**config.mk**
```make
export PLATFORM = sky130hd
export DESIGN_NAME = layer1_maxpool
export DESIGN_NICKNAME = d
export VERILOG_FILES = /design/src/rtl/layer1_maxpool.sv
export SDC_FILE = /design/constraint.sdc
export NUM_CORES = 1
export LEC_CHECK = 0
export CAP_MARGIN = 20
export CORE_ASPECT_RATIO = 0.9
export CORE_MARGIN = 3
export CORE_UTILIZATION = 51
export DETAILED_ROUTE_END_ITERATION = 12
export PLACE_DENSITY_LB_ADDON = 0.08
export SLEW_MARGIN = 20
export SYNTH_ARGS = -nofsm -noshare
export SYNTH_HDL_FRONTEND = slang
export SYNTH_SLANG_ARGS = --single-unit
```
**constraint.sdc**
```tcl
create_clock -name clk -period 5.6 [get_ports clk]
set_clock_uncertainty 0.15 [all_clocks]
set_input_delay 0.56 -clock clk [delete_from_list [all_inputs] [get_ports clk]]
set_output_delay 0.56 -clock clk [all_outputs]
set_load 0.005 [all_outputs]
```
**src/rtl/layer1_maxpool.sv**
```systemverilog
// Layer-1 2x2 stride-2 max pooling: streams four reads per output pixel from the
// Layer-0 maps and writes the signed maximum into the matching Layer-1 map.
module layer1_maxpool #(
  parameter int IMG_W = 64,
  parameter int DW    = 20,
  parameter int AW    = 12
) (
  input  logic          clk,
  input  logic          reset,
  input  logic          start,
  input  logic [DW-1:0] cdata_rd,
  output logic          crd1,
  output logic [AW-1:0] caddr_rd1,
  output logic          cwr1,
  output logic [AW-1:0] caddr_wr1,
  output logic [DW-1:0] cdata_wr1,
  output logic [2:0]    csel1,
  output logic          Finish1
);

  localparam int HW = IMG_W / 2;
  localparam int RW = $clog2(HW);

  typedef enum logic [2:0] {IDLE, RD, LAST, WR, FIN} state_t;

  state_t          state, state_nxt;
  logic            start_d;
  logic            k;
  logic [RW-1:0]   r, c;
  logic [1:0]      w;
  logic [DW-1:0]   max_q;
  logic            launch, c_wrap, r_wrap;
  logic [2*RW+1:0] rd_idx;
  logic [2*RW-1:0] wr_idx;

  assign launch = start & ~start_d;
  assign c_wrap = (c == RW'(HW - 1));
  assign r_wrap = (r == RW'(HW - 1));
  assign rd_idx = {r, w[1], c, w[0]};
  assign wr_idx = {r, c};

  always_ff @(posedge clk or posedge reset) begin
    if (reset) state <= IDLE;
    else       state <= state_nxt;
  end

  always_comb begin
    state_nxt = state;
    case (state)
      IDLE: if (launch) state_nxt = RD;
      RD:   if (w == 2'd3) state_nxt = LAST;
      LAST: state_nxt = WR;
      WR:   state_nxt = (k && c_wrap && r_wrap) ? FIN : RD;
      FIN:  state_nxt = IDLE;
      default: state_nxt = IDLE;
    endcase
  end

  // Counters wrap naturally, so a finished run leaves k, r, c, w back at zero.
  always_ff @(posedge clk or posedge reset) begin
    if (reset) begin
      start_d <= 1'b0;
      k       <= 1'b0;
      r       <= '0;
      c       <= '0;
      w       <= '0;
    end else begin
      start_d <= start;
      case (state)
        RD: w <= w + 2'd1;
        WR: begin
          c <= c + 1'b1;
          if (c_wrap) begin
            r <= r + 1'b1;
            if (r_wrap) k <= ~k;
          end
        end
        default: ;
      endcase
    end
  end

  // Read data lags its address by one cycle: the w=0 datum lands in RD(w=1).
  always_ff @(posedge clk or posedge reset) begin
    if (reset) begin
      max_q <= '0;
    end else if ((state == RD && w != 2'd0) || state == LAST) begin
      if (state == RD && w == 2'd1)
        max_q <= cdata_rd;
      else if ($signed(cdata_rd) > $signed(max_q))
        max_q <= cdata_rd;
    end
  end

  always_comb begin
    crd1      = 1'b0;
    caddr_rd1 = '0;
    cwr1      = 1'b0;
    caddr_wr1 = '0;
    cdata_wr1 = '0;
    csel1     = 3'b000;
    Finish1   = 1'b0;
    case (state)
      RD: begin
        crd1      = 1'b1;
        csel1     = k ? 3'b010 : 3'b001;
        caddr_rd1 = AW'(rd_idx);
      end
      LAST: csel1 = k ? 3'b010 : 3'b001;
      WR: begin
        cwr1      = 1'b1;
        csel1     = k ? 3'b100 : 3'b011;
        caddr_wr1 = AW'(wr_idx);
        cdata_wr1 = max_q;
      end
      FIN: Finish1 = 1'b1;
      default: ;
    endcase
  end

endmodule

```
== Yosys cells after proc, flatten, opt, wreduce, memory -nomap -nowiden ==
Index checks and enable logic that the tools add are counted.

* Bits in registers: 37
* Bits of input ports: 23
* Output and inout bits: 50
* Logic and storage cells: 52

* Add/sub/neg operators: 3
* Order comparisons: 1
* Equal/unequal tests: 10
* Mux-type cells: 15
* Bitwise operators: 3
* Reduce and logical (&&, ||, !) cells: 13

{| class="wikitable"
|+ Operator list
! cell !! number
|-
| two-way mux 20 bit || 3
|-
| > comparator 20 bit || 1
|-
| two-way mux 12 bit || 1
|-
| two-way mux 3 bit || 4
|-
| one-hot mux 3 bit (4 select lines) || 1
|-
| adder 5 x 1 -> 5 bit, second input constant || 2
|-
| equality test 5 bit, second input constant || 2
|-
| two-way mux 10 bit || 1
|-
| equality test 3 x 2 -> 1 bit, second input constant || 2
|-
| one-hot mux 3 bit (2 select lines) || 1
|-
| AND reduction 2 bit || 3
|-
| logical AND 1 bit || 4
|-
| inequality test 2 bit, second input constant || 2
|-
| nonzero test 2 bit || 2
|-
| equality test 3 x 1 -> 1 bit, second input constant || 1
|-
| equality test 3 bit, second input constant || 1
|-
| logical NOT 3 bit || 1
|-
| two-way mux 1 bit || 3
|-
| AND reduction 3 bit || 1
|-
| adder 2 x 1 -> 2 bit, second input constant || 1
|-
| equality test 2 x 1 -> 1 bit, second input constant || 1
|-
| equality test 2 bit, second input constant || 1
|-
| two-way mux 2 bit || 1
|-
| inverter 1 bit || 2
|-
| 3 further kinds || 3
|}

== Longest topological paths before layout ==
* Depth after elaboration: 5
* Mapped depth: 10
* Gate-level depth less buffers: 9

== Worst setup path after synthesis ==
OpenSTA, ideal clock, no wires.

* Path type: in2reg
* From: input cdata_rd[17]
* To: register max_q[10]
* Setup time: 125 ps
* Arrival: 2403 ps
* Setup slack: 2922 ps
* Cell stages on the path: 9
* Buffers on the path: 1
* Cell sequence: ha_1 > a21o_1 > a21o_1 > a221o_1 > a211oi_1 > xnor2_1 > o21ai_2 > buf_6 > mux2_2

* Longest elaborated chain between the ends: 3

{| class="wikitable"
|+ Ends and longest elaborated chain
! what !! line !! RTL
|-
| from (decl) || 11 || <nowiki>input logic [DW-1:0] cdata_rd,</nowiki>
|-
| > comparator 20 bit || 90 || <nowiki>else if ($signed(cdata_rd) > $signed(max_q))</nowiki>
|-
| nonzero test 2 bit (no line) || n/a ||
|-
| AND reduction 2 bit (no line) || n/a ||
|-
| to (signal assigned) || 89 || <nowiki>max_q <= cdata_rd;</nowiki>
|-
| to (signal assigned) || 91 || <nowiki>max_q <= cdata_rd;</nowiki>
|-
| to (decl) || 31 || <nowiki>logic [DW-1:0] max_q;</nowiki>
|}

Every way passes these cells.
A chain may end at the register's enable or synchronous reset.

== Final worst setup path ==
* From: input cdata_rd[19]
* To: register max_q[2]

The elaborated chain is that of the path after synthesis.

==> results.md <==
Detailed routing:
- The detailed router used layers up to and including met4.
- The wire length per cell after detailed routing is 14.5 um.
- For this block, the routed nets add up to about 5400 um of wire.
- The amount of wire on met3 after detailed routing is between 200 and 250 um.
- The first detailed-routing pass took 4 iterations.
- The routed via count divided by cell count is 5.11.
- In the final routing, the length of wire on met1 measures 2600 um.
- The routed length on met2 is between 2000 and 3000 um.
- After detailed routing, the number of remaining DRC violations is 0.
- The count of nets left with antenna violations once routing finished came out at 0.
- For this block, the via count after detailed routing is 1910.
- The first-iteration detailed-routing DRC count is 139.

Yosys:
- The flip-flop and latch count after synthesis is 37.
- Yosys mapped the design onto 32 distinct sky130hd cell types.
- The biggest area consumer among synthesized cells is dfrtp_1.
- A synthesized cell averages between 9 and 10 um^2.
- The netlist area before placement is ~2400 um^2.
- For this run, the register share of the synthesized area comes to roughly 39%.
- In this run the biggest area consumer among cell types represents 38.7% of the synthesized area.
- The synthesis warning total is 0.
- The synthesized instance count is between 200 and 250.
- Sorting the synthesized cells by area gives the leading types as dfrtp_1, ha_1, mux2_2.

Layout:
- The net count of the finished layout is 363.
- The count of antenna diodes in the layout is 0.
- The share of layout cells above drive strength 1 is 10.8%.
- Measured on the finished design, the core utilization comes to about three quarters.
- The synthesis-to-layout area growth is 35.7%.

Place:
- The half-perimeter wire length of the detailed placement result is 3880 um.
- The number of port buffers is 70.
- The final RePlAce weighted congestion is 0.770.

Run:
- Across the run, the number of max-cap violations was 0.

Global routing:
- The global-route total usage across every layer is 20.3%.
- The first-pass GRT wire length is about 9000 um.
- The via count of the first global-routing pass is 1879.
- The number of antenna violations at the first check in global routing is 0.
- Entering global routing, the biggest net connects 38 pins.
- The total overflow left after global routing is 0.

STA:
- The worst pin sits at a relative slew slack of 30.5%.
- Of the available clock period, the critical path in the final layout requires 65.0%.
- The hold violation total from the final report was 0.
- The total count of max-transition violations in the final report is 0.
- The setup-violating endpoint count in the final report is 0.
- Setup repair after global routing left no endpoint under its margin.
- Counting I/O delays and the setup requirement, the final critical path takes ~3.6 ns.
- For the final routed database, the setup TNS stands at 0 ns.
- The maximum clock frequency is 0.275 GHz.
- Hold is met by approximately 0.34 ns.
- For the pin with the worst max-slew slack, the measured transition is 1.04 ns.

Critical path:
- The type of the worst setup path is input port to flip-flop.
- The worst setup path is captured at a flip-flop.
- The number of buffers and inverters on the critical path is 1.
- The worst setup path is launched from an input port.
- The delay contributed by the slowest stage of the critical path is roughly 0.81 ns.
- The family of cells with the greatest summed delay on the critical path is compound AO/OA/AOI/OAI gates.
- The required time of the critical path is 5.62 ns.
- The signal on the critical path passes through clkdlybuf4s50_1 > ha_1 > nand4_1 > a2111oi_0 > a211oi_1 > xnor2_1 > o21ai_2 > mux2_2.
- The maximum fanout count along the critical path is 20.
- Data on the critical path arrives at its endpoint at approximately 3.7 ns.
- The slowest stage of the critical path belongs to the cell o21ai_2.

Clock tree:
- The count of instances resized after the clock tree is built is 0.
- The cell sitting at the root of the clock tree is a clkbuf_8.
- CTS built an H-tree with a depth of 2.
- The TritonCTS clock tree is done.
- In this run, post-CTS hold repair placed 0 buffers.
- The buffer depth of the longest clock path is 2.
- Buffers inserted during clock tree synthesis total 5.
- The clock insertion delay at the later pin of the skew report is roughly 0.29 ns.
- CTS saw 37 sinks.
- Clock-pin slew was measured on the worst setup and hold paths at 0.07 ns.
- The number of setup buffers added after CTS is 0.

Floorplan:
- The core region is 4290 um^2.
- The effective utilization at floorplan is 55.7%.
- In this run the count of I/O pins placed on the die edge is 73.
- The number of rows in the core area is 22.
- Measured along the y axis, the die boundary spans slightly above 70 um.
- The horizontal die dimension is 78.2 um.
- The die covers 5540 um^2.

Min path:
- In this run the worst hold path is classified as flip-flop to flip-flop.

Power and ir drop:
- The leakage power of the design is about 1.5 nW.
- The post-layout total power is 0.00166 W.
- The power density over the cells is between 500 and 600 nW/um^2.
- The worst-case vdd ir drop is 0.328 mV.

Run status:
- The run finished with clean final reports.
[flip-flops by register name (all words and copies together) (netlist names)]
register / count
c: 5
k: 1
max_q: 20
r: 5
start_d: 1
state: 3
w: 2
[Yosys cell counts]
cell and number:
a2111oi_0 1, a211oi_1 2, a21o_1 4, a21oi_1 11, a221o_1 1, and2_1 25, and3_1 2, buf_1 1
buf_2 1, buf_4 2, buf_6 2, clkbuf_1 7, conb_1 1, dfrtp_1 37, ha_1 27, inv_1 25
mux2_1 2, mux2_2 22, nand2_1 12, nand2b_1 1, nand3_1 6, nand4_1 4, nor2_1 12, nor2b_1 2
nor3_1 20, nor4_1 1, o21ai_0 3, o21ai_2 1, o22ai_1 1, o32a_1 1, xnor2_1 7, xor2_1 3
[cells by family after synthesis]
family / count (synthesis) / synth area share, %
compound gates: 25 / 6.65
xor+xnor: 10 / 3.67
fa+ha+maj: 27 / 14.1
buf+inv: 38 / 6.96
flops: 37 / 38.7
mux: 24 / 11.3
other cells: 1 / 0.157
simple gates: 85 / 18.4
[path summary, 6_finish.rpt]
path	start	end	slack (ns)	cells after the start
worst min-delay path	max_q[17]$_DFFE_PP0P_	max_q[17]$_DFFE_PP0P_	0.34	1
max in group asynchronous	reset	max_q[2]$_DFFE_PP0P_	4.44	3
worst min register to register	max_q[17]$_DFFE_PP0P_	max_q[17]$_DFFE_PP0P_	0.34	1
worst max-delay path	cdata_rd[19]	max_q[2]$_DFFE_PP0P_	1.96	8
min in group asynchronous	reset	k$_DFFE_PP0P_	0.53	3
worst max register to register	max_q[19]$_DFFE_PP0P_	max_q[2]$_DFFE_PP0P_	2.26	8
[power breakdown]
part	switching [W]	internal [W]	total, W
combinational	0.000424	0.000496	0.000920
clock	0.0000981	0.000177	0.000275
sequential	0.0000787	0.000381	0.000460
[worst register-to-register path: stages (launching register included)]
cell and delay, ns:
dfrtp_1 0.36, inv_1 0.06, ha_1 0.33, nand4_1 0.20, a2111oi_0 0.57, a211oi_1 0.15, xnor2_1 0.17, o21ai_2 0.81
mux2_2 0.43
[cell usage in the layout (no fill, tap or decap), types with 2 or more instances in the layout]
cell type	count
a211oi_1	2
a21o_1	4
a21oi_1	11
and2_1	25
and3_1	2
bufinv_16	2
clkbuf_8	5
clkdlybuf4s50_1	70
conb_1	2
dfrtp_1	37
ha_1	27
inv_1	25
mux2_1	2
mux2_2	22
nand2_1	12
nand3_1	6
nand4_1	4
nor2_1	11
nor3_1	20
o21ai_0	3
xnor2_1	7
xor2_1	3
[per-stage QoR]
stage | setup WS, ns | area (um^2) | std cells
floorplan | 2.92 | 2390 | 248
global placement | 1.83 | 3100 | 366
detailed placement | 1.75 | 3100 | 366
CTS | 1.74 | 3240 | 374
global route | 1.80 | 3240 | 374
finish | 1.96 | 3240 | 374
[metal layers]
metal,vias to the layer above,global-route usage (%)
met4,0,4.08
met3,4,5.73
met1,898,29.1
met5,-,0
met2,45,31.0
li1,963,-
[cell type report]
class / instances / area, um^2
flip-flops and latches: 37 / 926
repair buffers: 71 / 708
clock buffers: 5 / 68.8
multi-input cells: 173 / 1310
fillers: 334 / 1050
inverters: 25 / 93.8
clock inverters: 3 / 65.1
well taps: 60 / 75.1
No activity file was read; power rests on OpenSTA's default activity.
